[config.mk]
export PLATFORM = sky130hd
export DESIGN_NAME = apb_led_pwm_regs
export DESIGN_NICKNAME = d
export VERILOG_FILES = /design/src/rtl/led_pwm_pkg.sv /design/src/rtl/led_pwm_channel.sv /design/src/rtl/apb_led_pwm_regs.sv
export SDC_FILE = /design/constraint.sdc
export NUM_CORES = 1
export LEC_CHECK = 0
export CAP_MARGIN = 20
export CORE_MARGIN = 3
export CORE_UTILIZATION = 50
export CTS_BUF_LIST = sky130_fd_sc_hd__clkbuf_8
export DETAILED_ROUTE_END_ITERATION = 6
export GPL_TIMING_DRIVEN = 0
export PLACE_DENSITY = 0.83
export SYNTH_ARGS = -nofsm -noshare
export SYNTH_HDL_FRONTEND = slang
export SYNTH_SLANG_ARGS = --single-unit
[constraint.sdc]
create_clock -name PCLK -period 3.85 [get_ports PCLK]
set_input_delay 0.77 -clock PCLK [delete_from_list [all_inputs] [get_ports PCLK]]
set_output_delay 0.77 -clock PCLK [all_outputs]
set_load 0.02 [all_outputs]
[src/rtl/led_pwm_pkg.sv]
// Shared constants, mode encoding and field layout for the APB LED PWM register block.
`timescale 1ns/1ps
package led_pwm_pkg;

  localparam int unsigned APB_DW    = 32;
  localparam int unsigned HALF_W    = 8;
  localparam int unsigned CH_STRIDE = 8;

  localparam logic [APB_DW-1:0] LED_ID = 32'h4C45_4402;

  localparam logic [7:0] OFF_ID       = 8'h00;
  localparam logic [7:0] OFF_PRESCALE = 8'h04;
  localparam logic [7:0] OFF_CTRL0    = 8'h10;
  localparam logic [7:0] OFF_CFG0     = 8'h14;

  localparam int unsigned CTRL_MASK_LSB = 0;
  localparam int unsigned CTRL_MODE_LSB = 4;
  localparam int unsigned CFG_DUTY_LSB  = 0;
  localparam int unsigned CFG_HALF_LSB  = 16;

  typedef enum logic [1:0] {
    MODE_OFF    = 2'b00,
    MODE_STATIC = 2'b01,
    MODE_BLINK  = 2'b10,
    MODE_PWM    = 2'b11
  } mode_e;

  typedef struct packed {
    mode_e      mode;
    logic [2:0] mask;
  } ctrl_t;

  // Byte-lane merge of a write into the current register image.
  function automatic logic [APB_DW-1:0] strb_merge(input logic [APB_DW-1:0] old_v,
                                                   input logic [APB_DW-1:0] new_v,
                                                   input logic [3:0]        strb);
    logic [APB_DW-1:0] res;
    for (int b = 0; b < 4; b++) begin
      res[8*b +: 8] = strb[b] ? new_v[8*b +: 8] : old_v[8*b +: 8];
    end
    return res;
  endfunction

endpackage

[src/rtl/led_pwm_channel.sv]
// One RGB channel: blink counter/phase, mode select and the registered colour output.
`timescale 1ns/1ps
module led_pwm_channel
  import led_pwm_pkg::*;
#(
  parameter int unsigned PWM_W = 8
) (
  input  logic              clk_i,
  input  logic              rst_ni,
  input  mode_e             mode_i,
  input  logic [2:0]        mask_i,
  input  logic [PWM_W-1:0]  duty_i,
  input  logic [HALF_W-1:0] half_i,
  input  logic [PWM_W-1:0]  pwm_cnt_i,
  input  logic              frame_end_i,
  input  logic              mode_chg_i,
  output logic [2:0]        led_o
);

  logic [HALF_W-1:0] blink_cnt_q, blink_cnt_d;
  logic              phase_q, phase_d;
  logic [2:0]        led_q, led_d;
  logic              on_c;

  // A mode change restarts the blink sequence from phase 0.
  always_comb begin
    blink_cnt_d = blink_cnt_q;
    phase_d     = phase_q;
    if (mode_chg_i) begin
      blink_cnt_d = '0;
      phase_d     = 1'b0;
    end else if (frame_end_i) begin
      if (blink_cnt_q == half_i) begin
        blink_cnt_d = '0;
        phase_d     = ~phase_q;
      end else begin
        blink_cnt_d = HALF_W'(blink_cnt_q + 1'b1);
      end
    end
  end

  always_comb begin
    on_c = 1'b0;
    case (mode_i)
      MODE_OFF:    on_c = 1'b0;
      MODE_STATIC: on_c = 1'b1;
      MODE_BLINK:  on_c = phase_q;
      MODE_PWM:    on_c = (duty_i > pwm_cnt_i);
      default:     on_c = 1'b0;
    endcase
    led_d = on_c ? mask_i : 3'b000;
  end

  always_ff @(posedge clk_i or negedge rst_ni) begin
    if (!rst_ni) begin
      blink_cnt_q <= '0;
      phase_q     <= 1'b0;
      led_q       <= 3'b000;
    end else begin
      blink_cnt_q <= blink_cnt_d;
      phase_q     <= phase_d;
      led_q       <= led_d;
    end
  end

  assign led_o = led_q;

endmodule

[src/rtl/apb_led_pwm_regs.sv]
// APB slave holding prescaler and per-channel LED registers; drives NUM_CH RGB outputs.
`timescale 1ns/1ps
module apb_led_pwm_regs
  import led_pwm_pkg::*;
#(
  parameter int unsigned    AW        = 16,
  parameter int unsigned    DW        = 32,
  parameter logic [AW-1:0]  BASE_ADDR = 16'h0200,
  parameter int unsigned    NUM_CH    = 2,
  parameter int unsigned    PWM_W     = 8,
  parameter int unsigned    PRESC_W   = 16
) (
  input  logic                PCLK,
  input  logic                PRESETn,
  input  logic                PSEL,
  input  logic                PENABLE,
  input  logic                PWRITE,
  input  logic [AW-1:0]       PADDR,
  input  logic [DW-1:0]       PWDATA,
  input  logic [3:0]          PSTRB,
  output logic [DW-1:0]       PRDATA,
  output logic                PREADY,
  output logic                PSLVERR,
  output logic [3*NUM_CH-1:0] led_rgb
);

  logic [PRESC_W-1:0] presc_q, presc_d;
  logic [PRESC_W-1:0] presc_cnt_q, presc_cnt_d;
  logic [PWM_W-1:0]   pwm_cnt_q, pwm_cnt_d;
  ctrl_t              ctrl_q [NUM_CH];
  ctrl_t              ctrl_d [NUM_CH];
  logic [PWM_W-1:0]   duty_q [NUM_CH];
  logic [PWM_W-1:0]   duty_d [NUM_CH];
  logic [HALF_W-1:0]  half_q [NUM_CH];
  logic [HALF_W-1:0]  half_d [NUM_CH];

  logic [7:0]        off_c;
  logic              base_hit_c, access_c, addr_err_c, wr_en_c;
  logic              sel_id_c, sel_presc_c, mapped_c;
  logic [NUM_CH-1:0] sel_ctrl_c, sel_cfg_c, mode_chg_c;
  logic [DW-1:0]     rd_img_c, wmerge_c;
  logic              tick_c, frame_end_c;
  logic              unused_wmerge_c;

  assign off_c       = PADDR[7:0];
  assign base_hit_c  = (PADDR[AW-1:8] == BASE_ADDR[AW-1:8]);
  assign access_c    = PSEL & base_hit_c;
  assign sel_id_c    = (off_c == OFF_ID);
  assign sel_presc_c = (off_c == OFF_PRESCALE);

  always_comb begin
    for (int ch = 0; ch < NUM_CH; ch++) begin
      sel_ctrl_c[ch] = (off_c == 8'(OFF_CTRL0 + CH_STRIDE * ch));
      sel_cfg_c[ch]  = (off_c == 8'(OFF_CFG0 + CH_STRIDE * ch));
    end
  end

  // Gap offsets, anything past the last channel and unaligned addresses are all unmapped.
  assign mapped_c   = sel_id_c | sel_presc_c | (|sel_ctrl_c) | (|sel_cfg_c);
  assign addr_err_c = (off_c[1:0] != 2'b00) | ~mapped_c | (PWRITE & sel_id_c);
  assign wr_en_c    = access_c & PENABLE & PWRITE & ~addr_err_c;

  // Image of the addressed register, used both for reads and as the strobe-merge base.
  always_comb begin
    rd_img_c = '0;
    if (sel_id_c)    rd_img_c = LED_ID;
    if (sel_presc_c) rd_img_c = DW'(presc_q);
    for (int ch = 0; ch < NUM_CH; ch++) begin
      if (sel_ctrl_c[ch]) begin
        rd_img_c = DW'({ctrl_q[ch].mode, 1'b0, ctrl_q[ch].mask});
      end
      if (sel_cfg_c[ch]) begin
        rd_img_c = (DW'(half_q[ch]) << CFG_HALF_LSB) | (DW'(duty_q[ch]) << CFG_DUTY_LSB);
      end
    end
  end

  assign wmerge_c        = strb_merge(rd_img_c, PWDATA, PSTRB);
  assign unused_wmerge_c = ^wmerge_c;

  assign PRDATA  = (access_c & ~PWRITE & ~addr_err_c) ? rd_img_c : '0;
  assign PSLVERR = access_c & PENABLE & addr_err_c;
  assign PREADY  = 1'b1;

  always_comb begin
    presc_d    = presc_q;
    mode_chg_c = '0;
    for (int ch = 0; ch < NUM_CH; ch++) begin
      ctrl_d[ch] = ctrl_q[ch];
      duty_d[ch] = duty_q[ch];
      half_d[ch] = half_q[ch];
    end
    if (wr_en_c && sel_presc_c) presc_d = wmerge_c[PRESC_W-1:0];
    for (int ch = 0; ch < NUM_CH; ch++) begin
      if (wr_en_c && sel_ctrl_c[ch]) begin
        ctrl_d[ch].mask = wmerge_c[CTRL_MASK_LSB +: 3];
        ctrl_d[ch].mode = mode_e'(wmerge_c[CTRL_MODE_LSB +: 2]);
        mode_chg_c[ch]  = (ctrl_d[ch].mode != ctrl_q[ch].mode);
      end
      if (wr_en_c && sel_cfg_c[ch]) begin
        duty_d[ch] = wmerge_c[CFG_DUTY_LSB +: PWM_W];
        half_d[ch] = wmerge_c[CFG_HALF_LSB +: HALF_W];
      end
    end
  end

  // Prescaler restarts on any PRESCALE write so the new period takes effect cleanly.
  assign tick_c      = (presc_cnt_q == presc_q);
  assign frame_end_c = tick_c & (pwm_cnt_q == {PWM_W{1'b1}});

  always_comb begin
    if (wr_en_c && sel_presc_c) presc_cnt_d = '0;
    else if (tick_c)            presc_cnt_d = '0;
    else                        presc_cnt_d = PRESC_W'(presc_cnt_q + 1'b1);
    pwm_cnt_d = tick_c ? PWM_W'(pwm_cnt_q + 1'b1) : pwm_cnt_q;
  end

  always_ff @(posedge PCLK or negedge PRESETn) begin
    if (!PRESETn) begin
      presc_q     <= '0;
      presc_cnt_q <= '0;
      pwm_cnt_q   <= '0;
      for (int ch = 0; ch < NUM_CH; ch++) begin
        ctrl_q[ch] <= '{mode: MODE_OFF, mask: 3'b000};
        duty_q[ch] <= '0;
        half_q[ch] <= '0;
      end
    end else begin
      presc_q     <= presc_d;
      presc_cnt_q <= presc_cnt_d;
      pwm_cnt_q   <= pwm_cnt_d;
      for (int ch = 0; ch < NUM_CH; ch++) begin
        ctrl_q[ch] <= ctrl_d[ch];
        duty_q[ch] <= duty_d[ch];
        half_q[ch] <= half_d[ch];
      end
    end
  end

  for (genvar g = 0; g < NUM_CH; g++) begin : g_ch
    led_pwm_channel #(
      .PWM_W (PWM_W)
    ) u_ch (
      .clk_i       (PCLK),
      .rst_ni      (PRESETn),
      .mode_i      (ctrl_q[g].mode),
      .mask_i      (ctrl_q[g].mask),
      .duty_i      (duty_q[g]),
      .half_i      (half_q[g]),
      .pwm_cnt_i   (pwm_cnt_q),
      .frame_end_i (frame_end_c),
      .mode_chg_i  (mode_chg_c[g]),
      .led_o       (led_rgb[3*g +: 3])
    );
  end

endmodule

==> flow_metrics.py <==
metrics = {
    "run_status": {
        "violations": "negative setup slack",
        "outcome": "finished with violations",
    },
    "clock_network": {
        "clockBufferDepth": 2,
        "clock_latency_ns": 0.41,
        "cts.sinks": 106,
        "cts-htree-levels": 3,
        "holdBufCountCts": 0,
        "ctsRootBufferMaster": "clkbuf_8",
        "clk_pin_slew_ns": 0.11,
        "cts_tree": "built",
        "cts-buffers-inserted": 9,
    },
    "placed_design": {
        "dpl.hpwl_mm": 12.58,
        "io_buffer_count": 77,
        "routabilityCongestion": 0.9468,
        "dp_cells": 945,
    },
    "timing": {
        "skew_ns": 0.008185,
        "fin_crit_ns": 3.920,
        "grt_setup_unrepaired": "true",
        "relSlewSlack": 0.3650,
        "max_freq_mhz": 255.1,
        "setup_viol": 6,
        "hold_ws_ns": 0.3013,
        "hold_viol": 0,
        "setup_slack_ns": -0.07028,
        "period_share": 1.018,
        "tightest_slew_ns": 0.9260,
        "final_max_slew_viol_count": 0,
    },
    "logic_synthesis": {
        "synth_area_sq_um": 6215,
        "ys.flop_type": "dfrtp_1",
        "syn_area_per_cell_sq_um": 8.942,
        "synthCells": 695,
        "seq_area_frac_synth": 0.4268,
        "synth_area_leaders": "dfrtp_1 43%, nand2_1 5.0%, o21ai_0 4.8%",
        "synth_top_cell_by_area": "dfrtp_1",
        "synth_top_area_share": 0.4268,
        "synth_warnings": 0,
        "ys_ff_latch": 106,
        "postSynth.asyncResetShare": 1.000,
        "synth_cell_types": 52,
        "synth_edf_count": 0,
    },
    "die": {
        "dieArea_sq_um": 13800,
        "num_rows": 40,
        "chipHeight_um": 117.5,
        "core_sq_um": 12060,
        "die_x_um": 117.5,
        "initial_utilization": 0.5152,
        "ioPinCount": 97,
    },
    "critical_path": {
        "startpoint_type": "input pin",
        "crit_path_end_kind": "output pin",
        "worst-r2r-cell-count": 6,
        "r2r_setup_slack_ns": 0.91,
        "critPathKind": "input pin to output pin",
        "crit_required_ns": 3.08,
        "r2r_end": "g_ch[1].u_ch.blink_cnt_q[6]",
        "r2r_start": "presc_cnt_q[6]",
        "arrival_ns": 3.15,
        "critPathLaunch": "PADDR[5]",
        "worstPathMaxFanout": 6,
    },
    "global_routing": {
        "grt_max_degree": 73,
        "gr-total-overflow": 0,
        "grt_antenna_before_repair": 0,
        "first_global_vias": 5339,
        "grt_usage": 0.2497,
        "grt_pass1_wl_mm": 27.53,
    },
    "route": {
        "drtIter0Drc": 475,
        "first_pass_iters": 5,
        "detail-route-antenna-nets": 0,
        "drcViolationCount": 0,
        "wl_mm": 17.22,
        "vias": 5543,
        "wl_per_cell_um": 17.81,
        "avgViaCountPerCell": 5.732,
    },
    "power_and_ir_drop": {
        "peakVddDrop_uv": 195.1,
        "power.share.clock": 0.349,
        "switching_power_uw": 691.4,
        "p_leak_uw": 0.003372,
        "p_total_uw": 2466,
        "power.internal_uw": 1774,
        "seqPwrFrac": 0.487,
        "pwr_density_cell_nw_per_um2": 324.0,
        "comb_power_share": 0.164,
        "swShare": 0.2804,
    },
    "final_layout": {
        "finish.utilization": 0.6309,
        "seqCellArea_sq_um": 2653,
        "instances_no_fill": 967,
        "n_fill_cell": 988,
        "multi_input_area_sq_um": 3364,
        "area_growth_pct": 22.45,
        "final_layout_size_suffix_gt1_frac": 0.1227,
        "n_antenna_cell": 0,
        "layout.nets": 871,
    },
    "job": {
        "maxCapViolations": 0,
    },
    "worst_hold_path": {
        "hp-class": "input pin to asynchronous set/reset pin",
    },
}
## sequential cells by signal, indices dropped and copies added, names as in the netlist
signal and count:
pwm_cnt_q 8, half_q 16, duty_q 16, ctrl_q 10, g_ch.u_ch.led_o 6, presc_cnt_q 16
presc_q 16, g_ch.u_ch.phase_q 2, g_ch.u_ch.blink_cnt_q 16
## critical path: stages
cell and delay (ns):
buf_6 0.09, or4_4 0.53, or2_4 0.27, or4_4 0.53, or3_4 0.35, or2_4 0.25
buf_12 0.15, nor2_4 0.09, buf_6 0.12
## area by class of cell
class | instances | share of cell area
multi-input cells | 530 | 0.4421
flip-flops and latches | 106 | 0.3486
repair buffers | 86 | 0.1092
plain buffers | 39 | 0.02894
well taps | 168 | 0.02762
clock inverters | 7 | 0.01644
clock buffers | 9 | 0.01628
inverters | 22 | 0.01085
## cells in the final DEF (no fill, tap or decap), types with 4 or more instances in the layout
| master | instances |
|---|---|
| xnor2_1 | 29 |
| ha_1 | 20 |
| a21o_1 | 5 |
| mux2_2 | 11 |
| mux2i_1 | 17 |
| nor2_1 | 51 |
| xor2_1 | 26 |
| inv_1 | 22 |
| nor4_1 | 14 |
| clkdlybuf4s50_1 | 41 |
| nor3b_1 | 5 |
| a22oi_1 | 14 |
| buf_6 | 14 |
| buf_2 | 7 |
| or3_1 | 5 |
| nor2_4 | 8 |
| o21ai_0 | 59 |
| dlygate4sd2_1 | 6 |
| clkbuf_8 | 10 |
| dfrtp_1 | 106 |
| conb_1 | 6 |
| dlymetal6s2s_1 | 4 |
| clkbuf_1 | 22 |
| nand4_1 | 11 |
| nand2b_1 | 4 |
| nor2b_1 | 15 |
| o211ai_1 | 12 |
| and3_1 | 11 |
| nand2_1 | 83 |
| a21oi_1 | 26 |
| buf_4 | 23 |
| nand3_1 | 25 |
| nor3_1 | 29 |
## cells in the mapped netlist, drive strengths merged (3+ instances only)
cell type / number
dfrtp: 106
nand2: 83
nor2: 62
o21ai: 59
a21oi: 30
nor3: 29
xnor2: 29
xor2: 26
clkbuf: 25
nand3: 25
inv: 22
ha: 20
mux2i: 17
buf: 16
nor2b: 15
nor4: 15
a22oi: 14
mux2: 13
o211ai: 12
and3: 11
nand4: 11
or3: 6
a21o: 5
nor3b: 5
nand2b: 4
or2: 4
a22o: 3
and2: 3
o21a: 3
or4: 3
## logic make-up (layout without fill, tap and decap cells)
group	count (synthesis)	in the layout	share of synthesized area
AO/OA/AOI/OAI	137	137	0.1319
XOR/XNOR	55	55	0.07751
AND/OR/NAND/NOR	282	282	0.2241
buffers and inverters	63	163	0.04731
other	2	6	0.001208
adder cells (fa/ha/maj)	20	20	0.04027
flip-flops	106	106	0.4268
multiplexers	30	30	0.05094
## worst max-delay path by stage
stage	slack (ns)	depth (start not counted)	end
4_1_cts	-0.25	10	PRDATA[9]
3_5_place_dp	-1.11	11	PRDATA[9]
6_report	-0.07	9	PRDATA[8]
2_1_floorplan	-0.1	9	PRDATA[11]
5_1_grt	-0.12	9	PRDATA[8]
3_3_place_gp	-2.03	1	presc_cnt_q[9]
## stage by stage
stage	worst slack [ns]	setup TNS, ns	cell area (sq um)
global route	-0.1159	-0.7283	7610
finish	-0.07028	-0.3923	7610
CTS	-0.2542	-1.844	7570
global placement	-2.025	-236.23	7213
floorplan	-0.09637	-0.5177	6232
detailed placement	-1.108	-22.79	7238
## repair_timing
action	CTS	global route
resized for setup	149	15
setup endpoints to repair	28	23
setup buffers	7	1
gates cloned	0	0
pin swaps	7	8
## metal layers
layer,part of all wire,global-route usage,up-vias
met2,0.46,0.3941,241
li1,-,-,2613
met3,0.085,0.05622,39
met4,0.026,0.08791,0
met1,0.43,0.3413,2650
met5,0,0,-
## power groups by stage
stage	sequential [uW]	clock, uW	combinational (uW)
6_report	1200	861	405
5_1_grt	1210	906	460
4_1_cts	1200	861	404
3_5_place_dp	1220	0	400
3_3_place_gp	1220	0	382
2_1_floorplan	1210	0	261
No activity file was read; power rests on OpenSTA's default activity.
